**src/rtl/dcache_ctrl_burst_pkg.sv**
```systemverilog
// dcache_pkg
//   Shared definitions for the write-back dcache control FSM:
//   - state_t    : controller states
//   - HITCT_ADDR : memory word address where the hit counter is stored at halt
//   - cnt_w()    : counter width helper, max(1, clog2(n))
package dcache_pkg;

   typedef enum logic [2:0] {
      IDLE    = 3'd0,
      WB      = 3'd1,
      FILL    = 3'd2,
      FSCAN   = 3'd3,
      FWB     = 3'd4,
      CTSTORE = 3'd5,
      HALT    = 3'd6
   } state_t;

   localparam logic [31:0] HITCT_ADDR = 32'h0000_3100;

   // A width of zero is never legal for a port, so a single-word block or a
   // single-frame cache still gets a 1-bit index that simply stays at 0.
   function automatic int cnt_w(input int n);
      return (n > 1) ? $clog2(n) : 1;
   endfunction

endpackage

```
**src/rtl/dcache_ctrl_burst_blk_word_ctr.sv**
```systemverilog
// blk_word_ctr
//   Beat counter for one block burst. Counts 0..BLKWORDS-1 and wraps back to
//   0 on the advance that completes the last beat, so every burst starts at
//   word 0 without an explicit clear.
// Ports
//   CLK, nRST : clock, asynchronous active-low reset
//   i_clr     : force count to 0
//   i_adv     : a beat completed this cycle
//   o_cnt     : current word offset
//   o_last    : current beat is the last word of the block
module blk_word_ctr #(
   parameter int BLKWORDS = 2,
   parameter int W        = 1
) (
   input  logic         CLK,
   input  logic         nRST,
   input  logic         i_clr,
   input  logic         i_adv,
   output logic [W-1:0] o_cnt,
   output logic         o_last
);

   localparam logic [W-1:0] LAST = W'(BLKWORDS - 1);

   logic [W-1:0] r_cnt;

   assign o_cnt  = r_cnt;
   assign o_last = (r_cnt == LAST);

   always_ff @(posedge CLK, negedge nRST) begin
      if (!nRST) begin
         r_cnt <= '0;
      end else if (i_clr) begin
         r_cnt <= '0;
      end else if (i_adv) begin
         r_cnt <= o_last ? '0 : r_cnt + 1'b1;
      end
   end

endmodule

```
**src/rtl/dcache_ctrl_burst.sv**
```systemverilog
// dcache_ctrl_burst
//   Control FSM of the write-back data cache. Services misses as a dirty-victim
//   write-back burst followed by a fill burst, performs the halt-time flush
//   scan over every {set,way} frame, stores the hit counter and parks in HALT.
// Ports
//   CLK, nRST     : clock, asynchronous active-low reset
//   dmemREN/WEN   : datapath read/write request
//   flush         : datapath halt/flush request (level)
//   dhit          : tag match for the current request
//   victim_dirty  : LRU victim of the current set is valid+dirty
//   frame_dirty   : frame at frame_idx is valid+dirty
//   dwait         : memory busy
//   dREN/dWEN     : memory read/write strobe
//   word_off      : word within block for the current beat
//   frame_idx     : frame under flush scan ({set,way})
//   fill_we       : write the returned memory word into the cache
//   tag_update    : pulse, install new tag (valid=1, dirty=0)
//   dirty_clr     : pulse, clear dirty bit of frame_idx
//   hitct_sel     : memory address/data select the hit counter slot
//   hit_count     : current hit count
//   flushing      : flush scan in progress
//   halt          : flush complete, sticky until reset
//   o_dbg_state   : current FSM state
//
// Memory handshake: a strobe (dREN or dWEN) is held asserted for the whole
// beat; the beat completes on the first cycle where the strobe is high and
// dwait is low. While dwait is high, state, word_off and frame_idx hold.
module dcache_ctrl_burst
   import dcache_pkg::*;
#(
   parameter  int BLKWORDS = 2,
   parameter  int SETS     = 8,
   parameter  int WAYS     = 2,
   parameter  int HITCTW   = 32,
   localparam int WOFF_W   = cnt_w(BLKWORDS),
   localparam int FIDX_W   = cnt_w(SETS * WAYS)
) (
   input  logic              CLK,
   input  logic              nRST,
   input  logic              dmemREN,
   input  logic              dmemWEN,
   input  logic              flush,
   input  logic              dhit,
   input  logic              victim_dirty,
   input  logic              frame_dirty,
   input  logic              dwait,
   output logic              dREN,
   output logic              dWEN,
   output logic [WOFF_W-1:0] word_off,
   output logic [FIDX_W-1:0] frame_idx,
   output logic              fill_we,
   output logic              tag_update,
   output logic              dirty_clr,
   output logic              hitct_sel,
   output logic [HITCTW-1:0] hit_count,
   output logic              flushing,
   output logic              halt,
   output logic [2:0]        o_dbg_state
);

   localparam logic [FIDX_W-1:0] FIDX_LAST = FIDX_W'(SETS * WAYS - 1);

   state_t              r_state;
   state_t              w_state_nxt;
   logic [FIDX_W-1:0]   r_frame_idx;
   logic [HITCTW-1:0]   r_hit_count;

   logic                w_req;
   logic                w_miss;
   logic                w_hit;
   logic                w_ctr_clr;
   logic                w_ctr_adv;
   logic                w_last;
   logic [WOFF_W-1:0]   w_word_off;

   assign w_req  = dmemREN | dmemWEN;
   assign w_miss = w_req & ~dhit;
   assign w_hit  = w_req & dhit;

   assign word_off    = w_word_off;
   assign frame_idx   = r_frame_idx;
   assign hit_count   = r_hit_count;
   assign o_dbg_state = r_state;

   // Holding the counter clear while idle guarantees every burst starts at
   // word 0 even if a previous burst was abandoned.
   assign w_ctr_clr = (r_state == IDLE);

   blk_word_ctr #(
      .BLKWORDS (BLKWORDS),
      .W        (WOFF_W)
   ) u_blk_word_ctr (
      .CLK    (CLK),
      .nRST   (nRST),
      .i_clr  (w_ctr_clr),
      .i_adv  (w_ctr_adv),
      .o_cnt  (w_word_off),
      .o_last (w_last)
   );

   always_ff @(posedge CLK, negedge nRST) begin
      if (!nRST) begin
         r_state <= IDLE;
      end else begin
         r_state <= w_state_nxt;
      end
   end

   always_comb begin
      w_state_nxt = r_state;
      dREN        = 1'b0;
      dWEN        = 1'b0;
      fill_we     = 1'b0;
      tag_update  = 1'b0;
      dirty_clr   = 1'b0;
      hitct_sel   = 1'b0;
      flushing    = 1'b0;
      halt        = 1'b0;
      w_ctr_adv   = 1'b0;
      case (r_state)
         IDLE: begin
            // A pending miss is serviced before a flush is honoured.
            if (w_miss) begin
               w_state_nxt = victim_dirty ? WB : FILL;
            end else if (flush) begin
               w_state_nxt = FSCAN;
            end
         end
         WB: begin
            dWEN      = 1'b1;
            w_ctr_adv = ~dwait;
            if (!dwait && w_last) begin
               w_state_nxt = FILL;
            end
         end
         FILL: begin
            dREN      = 1'b1;
            fill_we   = ~dwait;
            w_ctr_adv = ~dwait;
            if (!dwait && w_last) begin
               tag_update  = 1'b1;
               w_state_nxt = IDLE;
            end
         end
         FSCAN: begin
            flushing = 1'b1;
            if (frame_dirty) begin
               w_state_nxt = FWB;
            end else if (r_frame_idx == FIDX_LAST) begin
               w_state_nxt = CTSTORE;
            end
         end
         FWB: begin
            // Return to FSCAN on the same frame; the re-check sees it clean
            // and the scan advances on the following cycle.
            flushing  = 1'b1;
            dWEN      = 1'b1;
            w_ctr_adv = ~dwait;
            if (!dwait && w_last) begin
               dirty_clr   = 1'b1;
               w_state_nxt = FSCAN;
            end
         end
         CTSTORE: begin
            dWEN      = 1'b1;
            hitct_sel = 1'b1;
            if (!dwait) begin
               w_state_nxt = HALT;
            end
         end
         HALT: begin
            halt = 1'b1;
         end
         default: begin
            w_state_nxt = IDLE;
         end
      endcase
   end

   // Flush scan pointer: advances only past clean frames, wraps to 0 when
   // the scan hands over to the counter store.
   always_ff @(posedge CLK, negedge nRST) begin
      if (!nRST) begin
         r_frame_idx <= '0;
      end else if (r_state == FSCAN && !frame_dirty) begin
         r_frame_idx <= (r_frame_idx == FIDX_LAST) ? '0 : r_frame_idx + 1'b1;
      end
   end

   // Hits are counted in IDLE only. A miss is charged -1 on entry because
   // the retry after the fill is counted as a hit, so a miss nets zero.
   always_ff @(posedge CLK, negedge nRST) begin
      if (!nRST) begin
         r_hit_count <= '0;
      end else if (r_state == IDLE) begin
         if (w_hit) begin
            r_hit_count <= r_hit_count + 1'b1;
         end else if (w_miss) begin
            r_hit_count <= r_hit_count - 1'b1;
         end
      end
   end

endmodule

```
**config.mk**
```make
export PLATFORM = sky130hd
export DESIGN_NAME = dcache_ctrl_burst
export DESIGN_NICKNAME = d
export VERILOG_FILES = /design/src/rtl/dcache_ctrl_burst_pkg.sv /design/src/rtl/dcache_ctrl_burst_blk_word_ctr.sv /design/src/rtl/dcache_ctrl_burst.sv
export SDC_FILE = /design/constraint.sdc
export NUM_CORES = 1
export LEC_CHECK = 0
export ABC_CLOCK_PERIOD_IN_PS = 3970
export BUFFER_PORTS_ARGS = -buffer_cell sky130_fd_sc_hd__buf_2
export CAP_MARGIN = 20
export CORE_AREA = 2 2 94 96
export CTS_CLUSTER_DIAMETER = 50
export DETAILED_ROUTE_END_ITERATION = 7
export DIE_AREA = 0 0 96 98
export HOLD_SLACK_MARGIN = 0.05
export PLACE_DENSITY = 0.56
export SLEW_MARGIN = 5
export SYNTH_ARGS = -nofsm -noshare
export SYNTH_HDL_FRONTEND = slang
export SYNTH_HIERARCHICAL = 1
export SYNTH_SLANG_ARGS = --single-unit
```
**constraint.sdc**
```tcl
create_clock -name CLK -period 3.97 [get_ports CLK]
set_clock_uncertainty 0.2 [all_clocks]
set_input_delay 0.794 -clock CLK [delete_from_list [all_inputs] [get_ports CLK]]
set_output_delay 0.794 -clock CLK [all_outputs]
set_load 0.02 [all_outputs]
```
# After elaboration in Yosys (flattened, before gate mapping)
# Cells that the tools add are included.
# totals
regBits	40
latch_bits	0
mem_bits_rw	0
mem_bits_ro	0
in_bits	9
n_memories	0
# classes
addsub	4
multipliers	0
div_mod_pow	0
order_cmp	0
n_eq_ne	13
n_shift	0
mux	26
bitwise_logic	6
n_reduce_logical	12
# op_table
cell	count
$mux W32	2
$add A32 B1 Y32 const B	1
$sub A32 B1 Y32 const B	1
$mux W3	8
$pmux W3 S7	1
$mux W1	13
$eq A3 B3 Y1 const B	3
$ne A2 B2 Y1 const B	4
$reduce_and A7 Y1	1
$eq A3 B2 Y1 const B	2
$ne A3 B3 Y1 const B	2
$reduce_or A3 Y1	2
$add A4 B1 Y4 const B	1
$eq A4 B4 Y1 const B	1
$mux W4	1
$reduce_bool A2 Y1	2
$eq A3 B1 Y1 const B	1
$logic_not A3 Y1	1
$not A1 Y1	3
$and A1 B1 Y1	2
$logic_and A1 B1 Y1	2
$logic_not A1 Y1	2
$mux W2	1
$reduce_and A2 Y1	1
3 further kinds	3

# Longest topological paths before layout
# Gate-level depths: netlist of run 1.
# depth
depth_word	5
depth_mapped	12

# Modules after synthesis
# Netlist of run 1, hierarchy kept.
# modules_own_cells
mod	instances	cells_each	area_each_um2
dcache_ctrl_burst	1	396	3244.4
blk_word_ctr	1	4	45.0

# Worst setup path after synthesis of run 1
# OpenSTA, ideal clock, no wires.
# synth_path
path_type	input to register
from	in dmemWEN
to	reg r_hit_count[30] (netlist: hit_count[30])
arrival_ns	4.756
required_ns	3.623
slack_ns	-1.133
path_stages	11
n_path_buf	0
path_cell_list	o21ai_0 ha_1 nor2b_1 o21a_1 o21a_1 a41o_1 o21ai_2 a21oi_2 o211ai_1 mux2i_1 o311ai_0
# synth_between
elab_chain_len	4
# synth_lines
element	line	rtl
start: declaration	dcache_ctrl_burst.sv:41	input logic dmemWEN,
$or A1 B1 Y1 (*)	dcache_ctrl_burst.sv:76	assign w_req = dmemREN | dmemWEN;
$and A1 B1 Y1, on equally long branches	dcache_ctrl_burst.sv:77, dcache_ctrl_burst.sv:78	
$reduce_bool A2 Y1 (no line)	-	
$reduce_and A2 Y1 (no line)	-	
end signal: assignment	dcache_ctrl_burst.sv:197	r_hit_count <= r_hit_count + 1'b1;
end signal: assignment	dcache_ctrl_burst.sv:199	r_hit_count <= r_hit_count - 1'b1;
end: declaration	dcache_ctrl_burst.sv:66	logic [HITCTW-1:0] r_hit_count;
# Mark *: on every way between the ends. The rest lies on a longest branch, timed or not.
# A chain may end at the register's enable or synchronous reset.

# Worst setup path in the final report of run 1
# layout_path
from	in dmemWEN
to	reg r_hit_count[31] (netlist: hit_count[31])
# Same word-level chain as after synthesis.

==> results_dict.tcl, run 1 <==
set metrics [dict create \
    initial_core_util 0.389 \
    r2r-start "hit_count[8]" \
    overflow 0 \
    outcome "finished clean" \
    worstSetupStartpointType "primary input" \
    io_pins 57 \
    relSlewSlack 0.385 \
    cts_root_buf "clkbuf_8" \
    crit_fanout 17 \
    dieWidth_um 96 \
    drc 0 \
    cts_tree "built" \
    synth_ff_type "dfrtp_1" \
    top_usage_layer "met2" \
    io_buffers 56 \
    cp-end-kind "flip-flop" \
    clockBufferDepth 2 \
    gr-usage-met3 0.0270 \
    netlist_area_um2 3290 \
    vias 2920 \
    clk_pin_slew_ps 90 \
    post_cts_buffers 0 \
    vias_per_cell 5.20 \
    cts_buffers 5 \
    design_area_um2 3820 \
    fmax_mhz 291 \
    wirelength_um 7420 \
    area_growth_pct 16.2 \
    slew_violations 0 \
    finalSetupTns_ps 0 \
    startpoint "dmemWEN" \
    grt_antenna_before_repair 0 \
    dp_hpwl_um 5590 \
    ys_ff_latch 40 \
    synthArstFlopShare 1.00 \
    grt_pass1_wl_um 12800 \
    leakage_nw 1.94 \
    drt_iter0_markers 98 \
    yosys_warnings 6 \
    holdPathStages 1 \
    num_rows 34 \
    grt_pass1_vias 2763 \
    cp_data_required_time_ps 4000 \
    grt_usage 0.168 \
    ctsResizeCount 0 \
    p_total_w 0.00370 \
    grt_start_max_net_pins 63 \
    insertion_delay_ps 300 \
    drv_cap 0 \
    cts_hold_buf 0 \
    synth.distinct_cells 51 \
    final.setup.worst_slack_ps 531 \
    ff2ff_setup_slack_ps 1130 \
    hp-class "flip-flop to flip-flop" \
    place.gp.congestion 0.826 \
    syn-num-nets 441 \
    wl_per_cell_um 13.2 \
    clock_sinks 40 \
    layout_commonest_cell "nand2_1" \
    ys_seq_area_frac 0.304 \
    num_antenna_cells 0 \
    reg2reg_to "hit_count[31]" \
    synth_cells 400 \
    cp.arrival_ps 3470 \
    grtUsageMet2 0.278 \
    die_height_um 98 \
    avgSynthCellArea_um2 8.22 \
    clock_tree.htree_level_count 2 \
    powerDensity_nw_per_um2 969 \
    gr-usage-met1 0.227 \
    dpl_worst_slack_ps 218 \
    dpl_cell_area_um2 3700 \
    rsz0062_at_grt "false" \
    reg2reg_depth 10 \
    mostFrequentLayoutCells "nand2_1, buf_2, dfrtp_1" \
    holdCritStartpoint "hit_count[31]" \
    setup.worst_path.end "hit_count[31]" \
    layout-drive-gt1-share 0.181 \
    finalCritPeriodShare 0.866 \
    ir_drop_mv 0.345 \
    nFillCells 882 \
    nNetsFinal 493 \
    hold_viol 0 \
    dr.pass1.iters 4 \
    critical_path_class "primary input to flip-flop" \
    min_period_ps 3440 \
    die_area_um2 9410 \
    setup_viol 0 \
    ant_nets 0 \
    core_region_area_um2 8470 \
    synth-edff-count 0 \
    worstMarginPinSlew_ps 922 \
]
[cell usage after synthesis (2+ instances only)]
master / instances / area share
nand3b_1: 2 / 0.0046
nand2_1: 59 / 0.067
nand4_1: 5 / 0.0095
and2_1: 2 / 0.0038
nand2b_1: 8 / 0.015
nor3_1: 10 / 0.015
mux2_2: 2 / 0.0068
a31oi_1: 7 / 0.013
o21ai_0: 34 / 0.052
a21oi_2: 3 / 0.0080
o21a_1: 4 / 0.0091
a21oi_1: 28 / 0.043
nor3b_1: 3 / 0.0068
buf_2: 2 / 0.0030
and3_1: 6 / 0.011
nand3_1: 5 / 0.0076
or2_2: 2 / 0.0038
xor2_1: 18 / 0.048
mux2i_1: 4 / 0.012
xnor2_1: 11 / 0.029
o21ai_1: 8 / 0.012
nor2b_1: 6 / 0.011
o211ai_1: 3 / 0.0068
inv_1: 11 / 0.013
nor2_1: 31 / 0.035
or3_1: 2 / 0.0038
ha_1: 31 / 0.12
dfrtp_1: 40 / 0.30
a21o_1: 22 / 0.050
clkbuf_1: 10 / 0.011
[worst min path at each step]
stage	endpoint
floorplan	frame_idx[0]
global placement	hit_count[31]
detailed placement	hit_count[31]
CTS	hit_count[31]
global route	hit_count[31]
finish	hit_count[31]
[routing by layer]
layer  up-vias  routed length, µm  part of all wire
met4         0                 85             0.011
met2        41               3520              0.47
met1      1340               3590              0.48
li1       1533                  -                 -
met3         6                221             0.030
met5         -                  0                 0
[worst max-delay path: stages]
cell     delay, ps
buf_2          130
o21ai_2        240
buf_12         190
ha_1           290
a21o_1         220
a21oi_1        140
nor2b_1         80
o41ai_2        360
a31oi_2        250
a21oi_2        270
a31oi_1        120
mux2i_1        230
xnor2_1        140
[area by class of cell]
type / instances / area [µm²] / share of cell area
Inverter: 11 / 41.3 / 0.0108
Clock buffer: 7 / 96.3 / 0.0252
Sequential cell: 40 / 1000 / 0.262
Multi-Input combinational cell: 335 / 2200 / 0.576
Timing Repair Buffer: 59 / 315 / 0.0825
Clock inverter: 1 / 30.0 / 0.00786
Tap cell: 108 / 135 / 0.0354
[registers in the layout (all words and copies together) (netlist names)]
signal,cells
u_blk_word_ctr/o_cnt,1
o_dbg_state,3
hit_count,32
frame_idx,4
[where the power goes]
group          switching, W  total (W)  leakage [nW]  internal (W)
logic               0.00149    0.00251          1.38       0.00103
clock network      0.000151   0.000373        0.0645      0.000222
registers          0.000208   0.000819         0.495      0.000612
total               0.00184    0.00370          1.94       0.00186
[logic make-up after synthesis]
kind of cell | count (synthesis) | synth area share
adder cells (fa/ha/maj) | 32 | 0.124
multiplexers | 6 | 0.0190
AO/OA/AOI/OAI | 126 | 0.247
AND/OR/NAND/NOR | 142 | 0.198
buffers and inverters | 25 | 0.0304
flip-flops | 40 | 0.304
XOR/XNOR | 29 | 0.0772
[through the flow]
stage | hold slack (ps) | util | instances
after CTS | 281 | 0.452 | 561
after global placement | 261 | 0.437 | 553
after global routing | 292 | 0.452 | 561
after detailed placement | 263 | 0.437 | 553
final | 275 | 0.452 | 561
after floorplan | 298 | - | 400
(Power assumes the default switching activity.)
==> run 2: changes to the inputs <==
--- a/config.mk
+++ b/config.mk
@@ -7,13 +7,15 @@
 export LEC_CHECK = 0
 export ABC_CLOCK_PERIOD_IN_PS = 3970
 export BUFFER_PORTS_ARGS = -buffer_cell sky130_fd_sc_hd__buf_2
-export CAP_MARGIN = 20
+export CAP_MARGIN = 10
+export CELL_PAD_IN_SITES_DETAIL_PLACEMENT = 1
+export CELL_PAD_IN_SITES_GLOBAL_PLACEMENT = 1
 export CORE_AREA = 2 2 94 96
 export CTS_CLUSTER_DIAMETER = 50
 export DETAILED_ROUTE_END_ITERATION = 7
 export DIE_AREA = 0 0 96 98
 export HOLD_SLACK_MARGIN = 0.05
-export PLACE_DENSITY = 0.56
+export PLACE_DENSITY = 0.73
 export SLEW_MARGIN = 5
 export SYNTH_ARGS = -nofsm -noshare
 export SYNTH_HDL_FRONTEND = slang
==> results_dict.tcl, run 2 (same netlist as run 1, synthesis figures left out) <==
set metrics [dict create \
    max_stage_delay_ps 350 \
    clk_pin_slew_ps 80 \
    grt_pass1_vias 3097 \
    ff2ff_setup_slack_ps 1090 \
    finalSetupTns_ps 0 \
    cts_tree "built" \
    place.gp.congestion 0.851 \
    grt_usage 0.193 \
    nNetsFinal 494 \
    nFillCells 1074 \
    insertion_delay_ps 300 \
    switchingPower_w 0.00191 \
    grt_antenna_before_repair 0 \
    cp_data_required_time_ps 4000 \
    reg2reg_to "hit_count[31]" \
    dr.pass1.iters 4 \
    io_pins 57 \
    clock_sinks 40 \
    wl_per_cell_um 14.9 \
    rsz0062_at_grt "false" \
    dp_hpwl_um 6490 \
    slew_violations 0 \
    wirelength_um 8400 \
    dieWidth_um 96 \
    p_int_w 0.00179 \
    grt_start_max_net_pins 41 \
    cts_buffers 5 \
    drt_iter0_markers 62 \
    cp_slowest_cell "o41ai_2" \
    worstPathCellList "buf_2 -> o21ai_2 -> buf_12 -> ha_1 -> a21o_1 -> a21oi_1 -> nor2b_1 -> o41ai_2 -> a31oi_2 -> a21oi_2 -> a31oi_1 -> mux2i_1 -> xnor2_1" \
    switching_share 0.516 \
    area_growth_pct 15.3 \
    io_buffers 56 \
    vias 3030 \
    hold_viol 0 \
    die_area_um2 9410 \
    setup_viol 0 \
    pwr-share-comb 0.698 \
    layout_commonest_cell "nand2_1" \
    vias_per_cell 5.39 \
    p_total_w 0.00370 \
    p_seq_frac 0.222 \
    crit_fanout 17 \
    drc 0 \
    clock_power_share 0.079 \
    fmax_mhz 288 \
    cp.arrival_ps 3500 \
    mostFrequentLayoutCells "nand2_1, buf_2, dfrtp_1" \
    grt_pass1_wl_um 14800 \
    largest_reg_flops 32 \
    final.setup.worst_slack_ps 502 \
    critical_path_class "primary input to flip-flop" \
    ctsResizeCount 0 \
    initial_core_util 0.389 \
    cts_root_buf "clkbuf_8" \
    clock_tree.htree_level_count 2 \
    num_rows 34 \
    reg2reg_depth 10 \
    hp-class "flip-flop to flip-flop" \
    multi_input_area_um2 2200 \
    drv_cap 0 \
    num_antenna_cells 0 \
    core_region_area_um2 8470 \
    outcome "finished clean" \
    finalCritPeriodShare 0.874 \
    whs_ps 277 \
    worstMarginPinSlew_ps 930 \
    cts_hold_buf 0 \
    register_area_um2 1000 \
    setup.worst_path.end "hit_count[31]" \
    layout-drive-gt1-share 0.178 \
    die_height_um 98 \
    dpl_cell_area_um2 3700 \
    min_period_ps 3470 \
    worstSetupStartpointType "primary input" \
    cp-end-kind "flip-flop" \
    dpl_worst_slack_ps 210 \
    leakage_nw 1.92 \
    relSlewSlack 0.380 \
    powerDensity_nw_per_um2 974 \
    post_cts_buffers 0 \
    startpoint "dmemWEN" \
    overflow 0 \
    clockBufferDepth 2 \
    ir_drop_mv 0.337 \
    ant_nets 0 \
    r2r-start "hit_count[8]" \
    design_area_um2 3790 \
]
==> run 2: changes by cell type in the layout (fill, tap and decap cells not counted), sizes merged <==
| cell | change |
|---|---|
| clkbuf | +1 |
| bufinv | -1 |
| buf | +1 |
==> run 2: final cells by class <==
class                      count  share of cell area
inverter                      11              0.0109
sequential                    40               0.264
timing repair buffer          60              0.0851
tap                          108              0.0356
clock buffer                   8              0.0237
multi-input combinational    335               0.581
==> run 2: per-stage QoR <==
step                 util  cells
detailed placement  0.437    554
floorplan               -    400
global placement    0.437    554
global route        0.448    562
finish              0.448    562
CTS                 0.448    562
==> run 2: how the worst min path moves through the flow <==
stage                  start            end  cells after the start
2_1_floorplan           nRST   frame_idx[0]                      0
5_1_grt        hit_count[31]  hit_count[31]                      1
3_5_place_dp   hit_count[31]  hit_count[31]                      1
3_3_place_gp   hit_count[31]  hit_count[31]                      1
6_report       hit_count[31]  hit_count[31]                      1
4_1_cts        hit_count[31]  hit_count[31]                      1
==> run 2: layer usage <==
metal | up-vias | routed length, µm | part of all wire | global-route usage
met5 | - | 0 | 0 | 0
met4 | 0 | 108 | 0.013 | 0.0473
met3 | 10 | 194 | 0.023 | 0.0324
met2 | 37 | 4070 | 0.48 | 0.319
met1 | 1445 | 4020 | 0.48 | 0.260
li1 | 1538 | - | - | -
==> run 2: power by group through the flow <==
stage                     clock network (W)  registers [W]  logic [W]
after global placement                    0       0.000828    0.00252
after CTS                          0.000308       0.000829    0.00261
final                              0.000293       0.000822    0.00258
after global routing               0.000324       0.000860    0.00292
after floorplan                           0        0.00100    0.00176
after detailed placement                  0       0.000836    0.00259
==> run 2: critical path: cells and delay by family <==
family / cells / cell delay [ps]
AO/OA/AOI/OAI: 7 / 1620
buffers and inverters: 2 / 320
adder cells (fa/ha/maj): 1 / 300
multiplexers: 1 / 230
XOR/XNOR: 1 / 140
AND/OR/NAND/NOR: 1 / 80
